## config.mk

```make
export PLATFORM = sky130hd
export DESIGN_NAME = quant_zigzag
export DESIGN_NICKNAME = d
export VERILOG_FILES = /design/src/rtl/mpeg2_pkg.sv /design/src/rtl/quant_zigzag_udiv.sv /design/src/rtl/quant_zigzag.sv
export SDC_FILE = /design/constraint.sdc
export NUM_CORES = 1
export LEC_CHECK = 0
export CORE_MARGIN = 2
export CORE_UTILIZATION = 42
export CTS_BUF_LIST = sky130_fd_sc_hd__clkbuf_2
export DETAILED_ROUTE_END_ITERATION = 16
export PLACE_DENSITY = 0.62
export SETUP_SLACK_MARGIN = 0.15
export SLEW_MARGIN = 20
export SYNTH_ARGS = -nofsm -noshare
export SYNTH_HDL_FRONTEND = slang
export SYNTH_SLANG_ARGS = --single-unit
```

## constraint.sdc

```tcl
create_clock -name clk -period 5.1 [get_ports clk]
set_input_delay 1.275 -clock clk [delete_from_list [all_inputs] [get_ports clk]]
set_output_delay 1.275 -clock clk [all_outputs]
set_load 0.03 [all_outputs]
```

## src/rtl/mpeg2_pkg.sv

```systemverilog
// mpeg2_pkg: shared widths, zigzag scan table and FSM state encodings for the MPEG-2 encoder blocks.
package mpeg2_pkg;
    localparam int COEF_W     = 16;
    localparam int LEVEL_W    = 12;
    localparam int QS_W       = 5;
    localparam int DIVR_W     = 13;
    localparam int DC_DIVISOR = 8;

    typedef enum logic [1:0] {ST_IDLE, ST_FETCH, ST_DIV, ST_WRITE} qz_state_t;

    // Scan index k -> raster index of the 8x8 block.
    localparam logic [5:0] ZIGZAG [64] = '{
         0,  1,  8, 16,  9,  2,  3, 10, 17, 24, 32, 25, 18, 11,  4,  5,
        12, 19, 26, 33, 40, 48, 41, 34, 27, 20, 13,  6,  7, 14, 21, 28,
        35, 42, 49, 56, 57, 50, 43, 36, 29, 22, 15, 23, 30, 37, 44, 51,
        58, 59, 52, 45, 38, 31, 39, 46, 53, 60, 61, 54, 47, 55, 62, 63
    };
endpackage

```

## src/rtl/quant_zigzag_udiv.sv

```systemverilog
// udiv_serial: restoring unsigned divider, one quotient bit per cycle.
// done is high in the DW-th cycle after start, with the final bit folded into quotient combinationally.
module udiv_serial #(
    parameter int DW = 20,
    parameter int VW = 13
) (
    input  logic          clk,
    input  logic          reset_n,
    input  logic          start,
    input  logic [DW-1:0] dividend,
    input  logic [VW-1:0] divisor,
    output logic          done,
    output logic [DW-1:0] quotient
);
    localparam int CW = $clog2(DW + 1);

    logic [VW-1:0] r_rem, r_div;
    logic [DW-1:0] r_q;
    logic [CW-1:0] r_cnt;
    logic [VW:0]   w_trial, w_diff;
    logic          w_bit;

    always_comb begin
        w_trial  = {r_rem, r_q[DW-1]};
        w_diff   = w_trial - {1'b0, r_div};
        w_bit    = ~w_diff[VW];
        done     = (r_cnt == CW'(1));
        quotient = {r_q[DW-2:0], w_bit};
    end

    always_ff @(posedge clk or negedge reset_n) begin
        if (!reset_n) begin
            r_rem <= '0;
            r_div <= '0;
            r_q   <= '0;
            r_cnt <= '0;
        end else if (start) begin
            r_rem <= '0;
            r_div <= divisor;
            r_q   <= dividend;
            r_cnt <= CW'(DW);
        end else if (r_cnt != '0) begin
            r_rem <= w_bit ? w_diff[VW-1:0] : w_trial[VW-1:0];
            r_q   <= {r_q[DW-2:0], w_bit};
            r_cnt <= r_cnt - CW'(1);
        end
    end
endmodule

```

## src/rtl/quant_zigzag.sv

```systemverilog
// quant_zigzag: MPEG-2 intra quantiser, raster-order coefficients in, zigzag-order 12-bit levels out.
// Define QUANT_ROUND_EN to round the quotient half-up on magnitude instead of truncating.
module quant_zigzag
    import mpeg2_pkg::*;
#(
    parameter int DIV_CYCLES = 20,
    parameter int SAT_MAX    = 2047
) (
    input  logic               clk,
    input  logic               reset_n,
    input  logic               en,
    output logic               rdy,
    input  logic [QS_W-1:0]    qscale,
    output logic [5:0]         caddr,
    input  logic [COEF_W-1:0]  cq,
    output logic [5:0]         qaddr,
    input  logic [7:0]         qq,
    output logic [5:0]         waddr,
    output logic [LEVEL_W-1:0] wdata,
    output logic               wwren
);
    qz_state_t             r_state;
    logic [5:0]            r_k, r_addr, r_waddr;
    logic [QS_W-1:0]       r_qs;
    logic                  r_rdy, r_wwren, r_neg, r_zero;
    logic [LEVEL_W-1:0]    r_wdata;
    logic [COEF_W-1:0]     w_mag;
    logic [DIVR_W-1:0]     w_divisor;
    logic [DIV_CYCLES-1:0] w_dividend, w_quot;
    logic [LEVEL_W-2:0]    w_sat;
    logic [LEVEL_W-1:0]    w_level;
    logic [5:0]            w_knext;
    logic                  w_start, w_done;

    assign rdy   = r_rdy;
    assign caddr = r_addr;
    assign qaddr = r_addr;
    assign waddr = r_waddr;
    assign wdata = r_wdata;
    assign wwren = r_wwren;

    always_comb begin
        // Unsigned magnitude, so -32768 becomes 32768 without overflow.
        w_mag      = cq[COEF_W-1] ? COEF_W'(0) - cq : cq;
        w_divisor  = (r_k == 6'd0) ? DIVR_W'(DC_DIVISOR) : DIVR_W'(qq) * DIVR_W'(r_qs);
        w_dividend = (r_k == 6'd0) ? DIV_CYCLES'(w_mag) : DIV_CYCLES'({w_mag, 4'b0000});
`ifdef QUANT_ROUND_EN
        w_dividend = w_dividend + DIV_CYCLES'(w_divisor >> 1);
`endif
        // A zero divisor yields an all-ones quotient, which the clamp turns into full scale.
        w_sat   = (w_quot > DIV_CYCLES'(SAT_MAX)) ? (LEVEL_W-1)'(SAT_MAX) : w_quot[LEVEL_W-2:0];
        w_level = r_zero ? '0 : r_neg ? LEVEL_W'(0) - {1'b0, w_sat} : {1'b0, w_sat};
        w_knext = r_k + 6'd1;
        w_start = (r_state == ST_FETCH);
    end

    udiv_serial #(.DW(DIV_CYCLES), .VW(DIVR_W)) u_div (
        .clk      (clk),
        .reset_n  (reset_n),
        .start    (w_start),
        .dividend (w_dividend),
        .divisor  (w_divisor),
        .done     (w_done),
        .quotient (w_quot)
    );

    always_ff @(posedge clk or negedge reset_n) begin
        if (!reset_n) begin
            r_state <= ST_IDLE;
            r_k     <= '0;
            r_addr  <= '0;
            r_waddr <= '0;
            r_qs    <= '0;
            r_rdy   <= 1'b1;
            r_wwren <= 1'b0;
            r_neg   <= 1'b0;
            r_zero  <= 1'b0;
            r_wdata <= '0;
        end else begin
            case (r_state)
                ST_IDLE: if (en) begin
                    r_qs    <= qscale;
                    r_k     <= '0;
                    r_addr  <= ZIGZAG[0];
                    r_rdy   <= 1'b0;
                    r_state <= ST_FETCH;
                end
                ST_FETCH: begin
                    r_neg   <= cq[COEF_W-1];
                    r_zero  <= (cq == '0);
                    r_state <= ST_DIV;
                end
                ST_DIV: if (w_done) begin
                    r_wwren <= 1'b1;
                    r_waddr <= r_k;
                    r_wdata <= w_level;
                    r_state <= ST_WRITE;
                end
                ST_WRITE: begin
                    r_wwren <= 1'b0;
                    if (r_k == 6'd63) begin
                        r_rdy   <= 1'b1;
                        r_state <= ST_IDLE;
                    end else begin
                        r_k     <= w_knext;
                        r_addr  <= ZIGZAG[w_knext];
                        r_state <= ST_FETCH;
                    end
                end
                default: r_state <= ST_IDLE;
            endcase
        end
    end
endmodule

```

# == Word-level counts from Yosys, hierarchy flattened ==
# Memories as Yosys holds them, arrays and structs flattened.
# Cells that the tools add are included.
# totals
register_bits,92
latch_bits,0
ramBits,0
romBits,384
inputBits,32
out_inout_bits,32
mem_count,1
# mem_list
memory,depth,word_bits,read_ports,rd_clocked_by_memory_dff,write_ports,line_no,rtl
(name not given),64,6,1,0,0,quant_zigzag.sv:106,r_addr <= ZIGZAG[w_knext];
# op_classes
add_sub_neg,5
mul,1
n_div,0
n_lt_le_gt_ge,2
n_eq_ne,9
shifts,0
mux,29
n_bitwise,2
n_reduce_logical,13
# op_table
op,n
$mux W20,3
$mux W13,4
$mux W6,5
$mux W12,2
$pmux W6 S2,2
$gt A20 B11 Y1 const B,1
$logic_not A16 Y1,1
$mux W16,1
$sub A1 B16 Y16 const A,1
$sub A14 B13 Y14,1
$mul A8 B5 Y13,1
$sub A1 B11 Y12 const A,1
$mux W11,1
$mux W5,2
$pmux W2 S4,1
$reduce_and A2 Y1,4
$ge A7 B7 Y1 const B,1
$not A6 Y7,1
$add A6 B1 Y6 const B,1
$eq A6 B6 Y1 const B,1
$logic_not A6 Y1,1
$ne A2 B2 Y1 const B,3
$reduce_and A3 Y1,2
$reduce_bool A2 Y1,3
11 further kinds,17

# == Depth between registers and ports, before layout ==
# depth
depth_word,7
depth_mapped,16
depth_no_buf,15

# == Modules after synthesis ==
# A second synthesis with hierarchy kept.
# unflattened
hier_cells,970
hier_area_um2,8029.0
# modules_own_cells
mod,n_inst,cells_each,area_each_um2,seq_area_each_um2
quant_zigzag,1,594,4718.3,1027.2
udiv_serial,1,376,3310.7,1276.2

# == Worst setup path after synthesis ==
# OpenSTA, ideal clock, no wires.
# synth_path
path_type,input to register
from,input port qq[0]
to,register u_div.r_div[11]
t_arrival_ps,4362
required_ps,4962
path_slack_ps,599
path_stages,12
n_path_buf,0
cell_sequence,nand2_1 -> fa_1 -> fa_1 -> fa_1 -> inv_1 -> ha_1 -> a21o_1 -> a21oi_1 -> o21ai_1 -> a2111oi_0 -> xor2_1 -> o22ai_1
# synth_via
elab_chain_len,2
# synth_lines
element,line_no,rtl
from (decl),quant_zigzag.sv:17,"input logic [7:0] qq,"
$mul A8 B5 Y13,quant_zigzag.sv:45,w_divisor = (r_k == 6'd0) ? DIVR_W'(DC_DIVISOR) : DIVR_W'(qq) * DIVR_W'(r_qs);
$mux W13,quant_zigzag.sv:45,
to (signal assigned),quant_zigzag_udiv.sv:39,r_div <= divisor;
to (decl),quant_zigzag_udiv.sv:17,"logic [VW-1:0] r_rem, r_div;"
# No other way between the ends.
# A chain may end at the register's enable or synchronous reset.

# == Worst setup path after layout ==
# Same ends and word-level chain as after synthesis.

==> out/results.txt <==
Across all setup checks in the final design, the least slack found is 0.571 ns. Setup repair after global routing left no endpoint under its margin. After synthesis, the share of flip-flops with an asynchronous set or reset is 100%. For this run the aggregate overflow at the end of global routing stands at 0. Of the total synthesized cell area, the portion taken by XOR and XNOR cells is 5.42%. Port buffering added 63 buffers. Compared with the post-synthesis result, the final layout area differs by 13.5%.

The synthesized netlist devotes 18.4% of its cell area to simple gates. The run gives 0 as the max-slew violation count. At the later pin of the worst-skew pair, clock insertion delay measures 0.63 ns. For the Yosys warning count, the log shows 0. The post-route netlist has 6.49% of its cells at a drive strength greater than 1. Clock tree synthesis inserted a total of 9 buffers. The die is 137 um tall. The signal on the critical path passes through clkdlybuf4s50_1 > nand2_1 > fa_1 > fa_1 > fa_1 > inv_1 > ha_1 > a21o_1 > a21oi_1 > o21ai_1 > a2111oi_0 > buf_4 > xor2_1 > o22ai_1. The netlist uses 68 different library cells.

Setup violations remaining at the end of the flow were counted as 0. The tools report the data required time of the worst path as 5.60 ns. The run finished with clean final reports. The worst slew margin relative to its limit is 36.9%, and the effective utilization at floorplan is 43.1%.

The register area share after synthesis was 30.9%; the synthesized area was 7450 sq um. The slew at the pin closest to its max-slew limit works out to 0.940 ns. The tools report the number of optimization iterations in the first detailed-route pass as 7. The die covers 18,800 sq um. The maximum single-stage delay on the critical path works out to 0.54 ns.

Synthesis produced a netlist with a net count of 990. Between clock sinks in the finished design, the worst skew comes to 0.0538 ns. The initial antenna violation count is 1. In this design, the critical path's most frequently occurring cell is sky130_fd_sc_hd__fa_1. DRC violation count after routing: 0. Count of routing violations after the opening detailed-route iteration: 436.

Share of the cycle needed by the critical path after routing: 88.8%. For the worst setup path, the data arrival time is 5.03 ns. Summing the areas of all compound-gate instances in the mapped netlist gives 20.5% of the synthesized area. The I/O pin count was 64. TritonCTS built the clock tree. The weighted congestion at the end of routability-driven global placement was 0.814. The path class of the tightest hold or removal check is flip-flop to flip-flop. For the number of buffers added for setup after CTS, the log shows 0. After synthesis, the largest family of logic cells by area is compound AO/OA/AOI/OAI gates. For the maximum count of clock buffers along a single path, the log shows 2.

The arithmetic-cell share of the synthesized area counting full adders, half adders and majority gates was 14.8%; the post-placement cell area was 8260 sq um. The final layout contains routed wiring with a total length of 17.9 mm. Hold buffer count at CTS: 0.

STA classifies the critical path startpoint as an input pin. After detailed routing, the average wire length per cell comes to 15.6 um. For the finished layout, the period the worst path requires is 4.53 ns.

The row count is 48. The final layout net count is 1,029, and the number of H-tree levels is 3. Global routing used 20.8% of the available tracks across all layers.

The count of nets left with antenna violations once routing finished came out at 0. The slowest stage of the critical path is the sky130_fd_sc_hd__fa_1 cell. The dominant synthesized flop cell was sky130_fd_sc_hd__dfrtp_1.

The final HPWL from detailed placement came out at 13.2 mm. For the pin count of the biggest net entering global routing, the log shows 68. The per-cell via count in the routed design is 5.46, and the leakage power total is 3.78 nW. Fill cells in the final layout number 1,703.

The cell count after synthesis came out at 881. The cell sitting at the root of the clock tree is a sky130_fd_sc_hd__clkbuf_2. For the number of gates resized after cts, the log shows 0. The largest fanout on the critical path is 3.

The number of hold violations in the final report was 0; the number of flops mapped to enable cells by yosys was 0. The critical path is of the input pin to flip-flop type. The first global-routing pass estimated 31.1 mm of wire.

Power spread over the standard cell area amounts to 680 nW/um^2. The final route contains 6,279 vias. Synthesis inferred 92 register bits.

The core region area is 17,300 sq um, and the via count of the first global-routing pass is 6,053. The die is 137 um wide. The max-cap check violation count is 0.

The maximum clock frequency is 221 MHz. The power after layout came out at 5.75 mW. Measured against the total synthesized area, the mux share comes to 3.81%. The largest voltage drop on the vdd net was 0.000358 V. The clock slew at the register clock pins of the worst setup and hold paths works out to 0.31 ns. The average instance in the mapped netlist occupies 8.46 sq um. Prior to clock tree synthesis, the placed netlist has a worst setup slack of -0.110 ns. Cell area after layout: 8460 sq um. The TritonCTS sink count is 92. STA classifies the critical path endpoint as a flip-flop.
[cells in the mapped netlist, drive strengths merged, types with 3 or more instances]
library cell / number / area, sq um
a22oi: 3 / 22.5
nand2: 134 / 503
o22ai: 11 / 68.8
o211ai: 8 / 65.1
mux2i: 16 / 160
buf: 17 / 98.8
dfrtp: 91 / 2280
a21oi: 45 / 225
o31a: 3 / 26.3
fa: 19 / 380
a311oi: 10 / 138
o41ai: 3 / 26.3
or3: 8 / 50.1
a31oi: 5 / 31.3
o21a: 4 / 30.0
nand4: 5 / 31.3
inv: 60 / 225
nor4: 7 / 43.8
and3: 10 / 62.6
mux2: 9 / 101
xor2: 20 / 194
a22o: 7 / 61.3
a31o: 5 / 43.8
nand2b: 4 / 25.0
a21o: 6 / 45.0
nand3: 26 / 130
and2: 23 / 144
a32oi: 4 / 35.0
nor3: 16 / 80.1
clkbuf: 36 / 135
xnor2: 24 / 210
a211oi: 13 / 97.6
o21ai: 68 / 344
nor2: 63 / 239
ha: 58 / 726
o31ai: 13 / 111
[logic make-up after synthesis]
| group | Yosys count |
|---|---|
| flip-flops | 92 |
| adder cells (fa/ha/maj) | 77 |
| multiplexers | 26 |
| AO/OA/AOI/OAI | 225 |
| AND/OR/NAND/NOR | 304 |
| buffers and inverters | 113 |
| XOR/XNOR | 44 |
[cell usage in the layout (no fill, tap or decap), types with 4 or more instances in the layout]
cell type	n
sky130_fd_sc_hd__a211oi_1	13
sky130_fd_sc_hd__a21o_1	6
sky130_fd_sc_hd__a21oi_1	45
sky130_fd_sc_hd__a22o_1	7
sky130_fd_sc_hd__a311oi_2	8
sky130_fd_sc_hd__a31o_1	5
sky130_fd_sc_hd__a31oi_1	5
sky130_fd_sc_hd__a32oi_1	4
sky130_fd_sc_hd__and2_1	23
sky130_fd_sc_hd__and3_1	10
sky130_fd_sc_hd__buf_4	19
sky130_fd_sc_hd__bufinv_16	4
sky130_fd_sc_hd__clkbuf_2	9
sky130_fd_sc_hd__clkdlybuf4s50_1	62
sky130_fd_sc_hd__dfrtp_1	91
sky130_fd_sc_hd__fa_1	19
sky130_fd_sc_hd__ha_1	57
sky130_fd_sc_hd__inv_1	58
sky130_fd_sc_hd__mux2_2	7
sky130_fd_sc_hd__mux2i_1	16
sky130_fd_sc_hd__nand2_1	134
sky130_fd_sc_hd__nand2b_1	4
sky130_fd_sc_hd__nand3_1	26
sky130_fd_sc_hd__nand4_1	5
sky130_fd_sc_hd__nor2_1	62
sky130_fd_sc_hd__nor3_1	16
sky130_fd_sc_hd__nor4_1	7
sky130_fd_sc_hd__o211ai_1	7
sky130_fd_sc_hd__o21a_1	4
sky130_fd_sc_hd__o21ai_0	29
sky130_fd_sc_hd__o21ai_1	38
sky130_fd_sc_hd__o22ai_1	11
sky130_fd_sc_hd__o31ai_1	12
sky130_fd_sc_hd__or3_1	8
sky130_fd_sc_hd__xnor2_1	24
sky130_fd_sc_hd__xor2_1	19
[power breakdown]
group	switching (mW)	internal, mW
Clock	0.288	0.263
Combinational	2.20	1.69
Sequential	0.301	1.00
Total	2.79	2.96
[worst paths after layout]
| check | depth (start not counted) | to | startpoint | slack [ns] |
|---|---|---|---|---|
| setup / recovery | 14 | u_div.r_div[11] | qq[0] | 0.57 |
| hold / removal | 2 | rdy | rdy | 0.51 |
| setup reg to reg | 13 | u_div.r_div[11] | r_qs[4] | 1.06 |
| hold reg to reg | 2 | rdy | rdy | 0.51 |
| max in group asynchronous | 2 | u_div.r_q[14] | reset_n | 3.46 |
| min in group asynchronous | 1 | caddr[3] | reset_n | 0.65 |
[through the flow]
| stage | cells | util (%) | TNS, ns | hold WS [ns] |
|---|---|---|---|---|
| 3_5_place_dp | 1133 | 47.7 | -0.145 | 0.474 |
| 4_1_cts | 1149 | 48.8 | 0 | 0.521 |
| 5_1_grt | 1151 | 48.9 | 0 | 0.534 |
| 3_3_place_gp | 1133 | 47.7 | -0.0630 | 0.462 |
| 2_1_floorplan | 881 | - | 0 | 0.452 |
| 6_report | 1151 | 48.9 | 0 | 0.512 |
[per-layer routing]
metal / global-route usage, % / wire length, um / up-vias
met5: 0 / 0 / -
met4: 6.53 / 299 / 0
met3: 2.17 / 459 / 23
met2: 34.6 / 8630 / 101
met1: 28.4 / 8540 / 2982
li1: - / - / 3173
[critical path, delay by kind of cell]
kind | cells | cell delay [ns]
AND/OR/NAND/NOR | 1 | 0.08
AO/OA/AOI/OAI | 5 | 0.95
XOR/XNOR | 1 | 0.13
adder cells (fa/ha/maj) | 4 | 1.89
buffers and inverters | 3 | 0.70
[final cells by class]
cell class / count / area, sq um / area share, %
Clock inverter: 7 / 145 / 1.72
Antenna cell: 1 / 2.50 / 0.0296
Inverter: 60 / 225 / 2.66
Timing Repair Buffer: 81 / 763 / 9.02
Sequential cell: 92 / 2300 / 27.2
Tap cell: 225 / 282 / 3.33
Multi-Input combinational cell: 676 / 4690 / 55.5
Clock buffer: 9 / 45.0 / 0.533
[registers in the layout, indices dropped and copies added (netlist names)]
register     count
wdata           12
u_div.r_div     13
r_qs             5
caddr            6
waddr            6
r_neg            1
r_k              6
u_div.r_cnt      5
r_zero           1
r_state          2
wwren            1
u_div.r_rem     13
u_div.r_q       20
rdy              1
(Power assumes the default switching activity.)
